## src/rtl/hist_readout_seq_if.sv

```systemverilog
// Valid/ready byte link from the histogram readout sequencer toward the slow-control TX.
interface hist_readout_seq_if;
    logic [7:0] tx_data;
    logic       tx_valid;
    logic       tx_ready;

    modport master (output tx_data, output tx_valid, input tx_ready);
    modport slave  (input tx_data, input tx_valid, output tx_ready);
endinterface

```

## src/rtl/hist_readout_seq.sv

```systemverilog
// Steps the histogram bin selector, captures NCH 32-bit counters per bin and streams them
// as a header/data/XOR-checksum byte frame over a valid/ready link.
module hist_readout_seq #(
    parameter int         NCH        = 8,
    parameter int         NBINS      = 16,
    parameter int         SETTLE_CYC = 4,
    parameter logic [7:0] HDR        = 8'h5A
) (
    input  logic                clk,
    input  logic                nrst,
    input  logic                start,
    input  logic [NCH*32-1:0]   hist_in,
    output logic [7:0]          bin_sel,
    output logic                busy,
    output logic                done,
    hist_readout_seq_if.master  tx
);
    localparam int NBYTES = NCH * 4;
    localparam int IW     = $clog2(NBYTES);
    localparam int CW     = $clog2(SETTLE_CYC + 1);

    typedef enum logic [2:0] {IDLE, HDRS, SETTLE, CAPT, SEND, CHKS} state_e;

    state_e              state_q, state_d;
    logic [7:0]          bin_sel_q, bin_sel_d;
    logic [7:0]          tx_data_q, tx_data_d;
    logic                tx_valid_q, tx_valid_d;
    logic                busy_q, busy_d;
    logic                done_q, done_d;
    logic [7:0]          chk_q, chk_d;
    logic [CW-1:0]       cnt_q, cnt_d;
    logic [IW-1:0]       idx_q, idx_d;
    logic [NCH*32-1:0]   shadow_q, shadow_d;
    logic                accept;

    // Byte idx of the captured words: lane idx/4, most significant byte of each lane first.
    function automatic logic [7:0] pick_byte(input logic [NCH*32-1:0] w, input logic [IW-1:0] idx);
        logic [IW+2:0] off;
        off = {idx[IW-1:2], ~idx[1:0], 3'b000};
        return w[off +: 8];
    endfunction

    assign accept = tx_valid_q & tx.tx_ready;

    always_comb begin
        // NOTE: every combinational output gets a default first so no path leaves it unassigned (no latches).
        state_d    = state_q;
        bin_sel_d  = bin_sel_q;
        tx_data_d  = tx_data_q;
        tx_valid_d = tx_valid_q;
        busy_d     = busy_q;
        done_d     = 1'b0;
        chk_d      = chk_q;
        cnt_d      = cnt_q;
        idx_d      = idx_q;
        shadow_d   = shadow_q;

        case (state_q)
            IDLE: begin
                if (start) begin
                    state_d    = HDRS;
                    busy_d     = 1'b1;
                    bin_sel_d  = 8'd0;
                    chk_d      = 8'd0;
                    tx_valid_d = 1'b1;
                    tx_data_d  = HDR;
                end
            end
            HDRS: begin
                if (accept) begin
                    state_d    = SETTLE;
                    tx_valid_d = 1'b0;
                    cnt_d      = CW'(SETTLE_CYC);
                end
            end
            SETTLE: begin
                if (cnt_q == CW'(1)) state_d = CAPT;
                else                 cnt_d   = cnt_q - CW'(1);
            end
            CAPT: begin
                shadow_d   = hist_in;
                idx_d      = '0;
                state_d    = SEND;
                tx_valid_d = 1'b1;
                tx_data_d  = pick_byte(hist_in, '0);
            end
            SEND: begin
                if (accept) begin
                    chk_d = chk_q ^ tx_data_q;
                    if (idx_q == IW'(NBYTES - 1)) begin
                        if (bin_sel_q == 8'(NBINS - 1)) begin
                            state_d   = CHKS;
                            tx_data_d = chk_q ^ tx_data_q;
                        end else begin
                            state_d    = SETTLE;
                            tx_valid_d = 1'b0;
                            bin_sel_d  = bin_sel_q + 8'd1;
                            cnt_d      = CW'(SETTLE_CYC);
                        end
                    end else begin
                        idx_d     = idx_q + IW'(1);
                        tx_data_d = pick_byte(shadow_q, idx_q + IW'(1));
                    end
                end
            end
            CHKS: begin
                if (accept) begin
                    state_d    = IDLE;
                    tx_valid_d = 1'b0;
                    busy_d     = 1'b0;
                    done_d     = 1'b1;
                end
            end
            default: state_d = IDLE;
        endcase
    end

    // NOTE: sequential state uses non-blocking assignments so all flops update from pre-edge values.
    always_ff @(posedge clk or negedge nrst) begin
        if (!nrst) begin
            state_q    <= IDLE;
            bin_sel_q  <= 8'd0;
            tx_data_q  <= 8'd0;
            tx_valid_q <= 1'b0;
            busy_q     <= 1'b0;
            done_q     <= 1'b0;
            chk_q      <= 8'd0;
            cnt_q      <= '0;
            idx_q      <= '0;
        end else begin
            state_q    <= state_d;
            bin_sel_q  <= bin_sel_d;
            tx_data_q  <= tx_data_d;
            tx_valid_q <= tx_valid_d;
            busy_q     <= busy_d;
            done_q     <= done_d;
            chk_q      <= chk_d;
            cnt_q      <= cnt_d;
            idx_q      <= idx_d;
        end
    end

    // NOTE: the wide capture register is always written in CAPT before it is read, so it needs no reset.
    always_ff @(posedge clk) begin
        shadow_q <= shadow_d;
    end

    assign bin_sel     = bin_sel_q;
    assign busy        = busy_q;
    assign done        = done_q;
    assign tx.tx_data  = tx_data_q;
    assign tx.tx_valid = tx_valid_q;
endmodule

```

## src/flat_wrapper.sv

```systemverilog
// flat-port wrapper written by rule: the top's interface ports become plain ports
module hist_readout_seq_flat 
#(
    parameter int         NCH        = 8,
    parameter int         NBINS      = 16,
    parameter int         SETTLE_CYC = 4,
    parameter logic [7:0] HDR        = 8'h5A
)
  (clk, nrst, start, hist_in, bin_sel, busy, done, tx_tx_data, tx_tx_valid, tx_tx_ready);
  hist_readout_seq_if tx_i ();
  input  logic clk;
  input  logic nrst;
  input  logic start;
  input  logic [NCH*32-1:0] hist_in;
  output logic [7:0] bin_sel;
  output logic busy;
  output logic done;
  output wire logic [$bits(tx_i.tx_data)-1:0] tx_tx_data;
  output wire logic [$bits(tx_i.tx_valid)-1:0] tx_tx_valid;
  input wire logic [$bits(tx_i.tx_ready)-1:0] tx_tx_ready;
  assign tx_tx_data = tx_i.tx_data;
  assign tx_tx_valid = tx_i.tx_valid;
  assign tx_i.tx_ready = tx_tx_ready;
  hist_readout_seq #(.NCH(NCH), .NBINS(NBINS), .SETTLE_CYC(SETTLE_CYC), .HDR(HDR)) u_core (.clk(clk), .nrst(nrst), .start(start), .hist_in(hist_in), .bin_sel(bin_sel), .busy(busy), .done(done), .tx(tx_i));
endmodule
```

## config.mk

```make
export PLATFORM = sky130hd
export DESIGN_NAME = hist_readout_seq_flat
export DESIGN_NICKNAME = d
export VERILOG_FILES = /design/src/rtl/hist_readout_seq_if.sv /design/src/rtl/hist_readout_seq.sv /design/src/flat_wrapper.sv
export SDC_FILE = /design/constraint.sdc
export NUM_CORES = 1
export LEC_CHECK = 0
export ABC_CLOCK_PERIOD_IN_PS = 5900
export BUFFER_PORTS_ARGS = -buffer_cell sky130_fd_sc_hd__buf_2
export CAP_MARGIN = 15
export CORE_ASPECT_RATIO = 0.6
export CORE_MARGIN = 10
export CORE_UTILIZATION = 40
export DETAILED_ROUTE_END_ITERATION = 12
export SLEW_MARGIN = 25
export SYNTH_ARGS = -nofsm -noshare
export SYNTH_HDL_FRONTEND = slang
export SYNTH_SLANG_ARGS = --single-unit
```

## constraint.sdc

```tcl
create_clock -name clk -period 5.9 [get_ports clk]
set_clock_uncertainty 0.05 [all_clocks]
set_input_delay 1.475 -clock clk [delete_from_list [all_inputs] [get_ports clk]]
set_output_delay 1.475 -clock clk [all_outputs]
set_load 0.005 [all_outputs]
```

==> metrics.csv <==
stage,metric,value,unit
status,outcome,"finished, final reports clean",
cts,cts_resized,0,
synth,synth_common_cells,"edfxtp_1, nand2_1, nand3_1",
cts,clkSlewWorstSetupHoldPaths,60,ps
synth,yosysTopAreaCell,edfxtp_1,
sta,relSlewSlack,35.5,%
sta,drv_slew,0,
critical_path,crit_fanout,32,
critical_path,arrival,3600,ps
cts,cts_setup_buffers,0,
synth,synthArstFlopShare,12.9,%
synth,ys_warn_count,0,
cts,cts_tree,yes,
routing,wl,33500,µm
cts,hold_buffers,0,
synth,syn_nets,1034,
min_path,min_path_cells,1,
critical_path,critPathLaunch,u_core.idx_q[0],
floorplan,initial_core_util,41.1,%
routing,drt_first_pass_iters,5,
power_and_ir_drop,power.total,6140,µW
synth,syn_inst,769,
routing,dr.first_iter.drc_count,675,
synth,yosysUniqueCellTypes,49,
placed_design,gp_congestion,0.833,
placed_design,io_buffers,278,
global_route,antenna_found_initial,10,
sta,finalHoldViolations,0,
sta,tns,0,ps
routing,routed_via_density,5.14,
placed_design,dp.final_hpwl,24400,µm
routing,ant_nets,0,
floorplan,pin_count,279,
sta,rsz0062_at_grt,false,
power_and_ir_drop,p_leak,0.00550,µW
global_route,gr-total-overflow,0,
synth,synth_top_area_share,64.3,%
critical_path,criticalPathCategory,register to register,
finish,drive_gt1_share,36.8,%
floorplan,rows,48,
job,drv_cap,0,
min_path,holdCritPathClass,register to register,
finish,nNetsFinal,1312,
sta,fmax,0.315,GHz
floorplan,die_w,243,µm
placed_design,dp_cells,1417,
sta,whs,426,ps
cts,root_buffer,clkbuf_16,
power_and_ir_drop,ir_worst_vdd,228,µV
routing,drt_drc_violations_left,0,
critical_path,r2r_start,u_core.idx_q[0],
routing,route.detailed.wl_per_inst,22.8,µm
floorplan,die_h,154,µm
sta,period_share,53.9,%
placed_design,placed_area,13700,µm²
critical_path,rrSetupSlack,2720,ps
min_path,hold_start,u_core.cnt_q[2],
global_route,grt_first_pass_wirelength,50400,µm
cts,cts_max_path_buffers,3,
synth,synthTopCellsByArea,"edfxtp_1, mux4_2, dfrtp_1, nand2_1, nand3_1",
global_route,grt_max_degree,120,
routing,vias,7565,
synth,syn_avg_cell_area,15.5,µm²
cts,clock_sinks,294,
synth,yosysMostFrequentCell,edfxtp_1,
floorplan,die_area,37400,µm²
sta,setup_viol_count_final,0,
finish,area_growth,23.0,%
power_and_ir_drop,power.density,417,nW/µm²
critical_path,worst_r2r_endpoint,u_core.tx.tx_data[6],
synth,yosysSeqAreaShare,72.3,%
critical_path,reg2regPathDepth,7,
synth,ys_ff_latch,294,
global_route,grt_usage,17.5,%
global_route,grt_pass1_vias,7966,
cts,htreeDepth,1,
min_path,hold_path_end,u_core.cnt_q[2],
cts,cts_buffers,28,
sta,fin_crit,3180,ps
cts,clk_latency,560,ps
finish,stdcell_area,14700,µm²
synth,ys.flop_type,edfxtp_1,
critical_path,critPathCaptureType,register,
synth,synth_area,12000,µm²
critical_path,critical_path.startpoint_type,register,
floorplan,core,29100,µm²
finish,finalNonFillerCells,1471,
synth,synth_edf_count,256,
sta,tightest_slew,967,ps
critical_path,cp_data_required_time,6320,ps
[cells in the final DEF, fill, tap and decap left out, types with 3 or more instances in the layout]
cell type / netlist / final
clkinv_1: 0 / 3
nand4_1: 16 / 16
a31oi_1: 8 / 8
inv_1: 7 / 7
nor2b_1: 4 / 4
nor3_1: 5 / 5
o21ai_0: 40 / 40
buf_4: 7 / 6
nand2_1: 144 / 144
xor2_1: 10 / 9
o21ai_1: 4 / 4
nand3_1: 53 / 53
diode_2: 0 / 3
mux4_2: 48 / 48
nor2_1: 31 / 31
clkbuf_1: 13 / 4
a22o_1: 5 / 5
a22oi_1: 5 / 5
dfrtp_1: 38 / 37
ha_1: 5 / 4
edfxtp_1: 256 / 256
a21oi_1: 8 / 8
a41o_1: 8 / 8
buf_2: 12 / 278
bufinv_16: 0 / 3
clkbuf_16: 0 / 29
and3_1: 3 / 3
xnor2_1: 4 / 3
clkinv_2: 0 / 5
[cell families after synthesis]
logic type,after synthesis,share of synthesized area (%)
AO/OA/AOI/OAI,91,4.93
XOR/XNOR,14,1.03
adder cells (fa/ha/maj),5,0.523
AND/OR/NAND/NOR,271,10.2
buffers and inverters,45,1.95
flip-flops,294,72.3
multiplexers,49,9.13
[worst max-delay path: stages, from the launching register on]
cell,delay [ps]
dfrtp_4,550
ha_2,770
buf_4,540
mux4_2,290
nand2_1,70
a31oi_1,450
nand4_1,190
a31oi_1,160
[layer usage]
layer / up-vias / track usage, % / wire length, µm
li1: 3513 / - / -
met1: 3759 / 24.7 / 15200
met2: 240 / 27.2 / 15400
met3: 43 / 5.07 / 2510
met4: 10 / 2.28 / 369
met5: - / 0 / 67
[through the flow]
stage               setup slack (ps)  utilization [%]
finish                          2720             50.6
CTS                             2700             50.5
floorplan                       1520                -
global placement                2740             47.3
global route                    2510             50.5
detailed placement              2740             47.3
[layout make-up]
class,instances,area [µm²]
fill,2548,14400
clock buffer,35,768
clock inverter,16,176
tap,400,500
inverter,8,37.5
antenna,3,7.51
sequential,294,8640
timing repair buffer,285,1460
multi-input combinational,430,3110
[sequential cells by signal (all words and copies together), names as in the netlist]
| name | flops |
|---|---|
| u_core.shadow_q | 256 |
| u_core.bin_sel | 8 |
| u_core.chk_q | 8 |
| u_core.tx.tx_data | 8 |
| u_core.idx_q | 5 |
| u_core.cnt_q | 3 |
| u_core.state_q | 3 |
| u_core.busy | 1 |
| u_core.done | 1 |
| u_core.tx.tx_valid | 1 |
[report_power, final]
group	internal [µW]	leakage (µW)	switching (µW)
combinational	553	0.00220	819
clock	1060	0.000465	786
sequential	2730	0.00283	186
total	4350	0.00550	1790
[worst max-delay path by stage]
stage,end,cells after the start
6_report,u_core.tx.tx_data[6],7
5_1_grt,u_core.tx.tx_data[4],7
4_1_cts,u_core.tx.tx_data[4],7
3_5_place_dp,u_core.tx.tx_data[4],7
3_3_place_gp,u_core.tx.tx_data[3],7
2_1_floorplan,u_core.tx.tx_data[0],7
(Power assumes the default switching activity.)
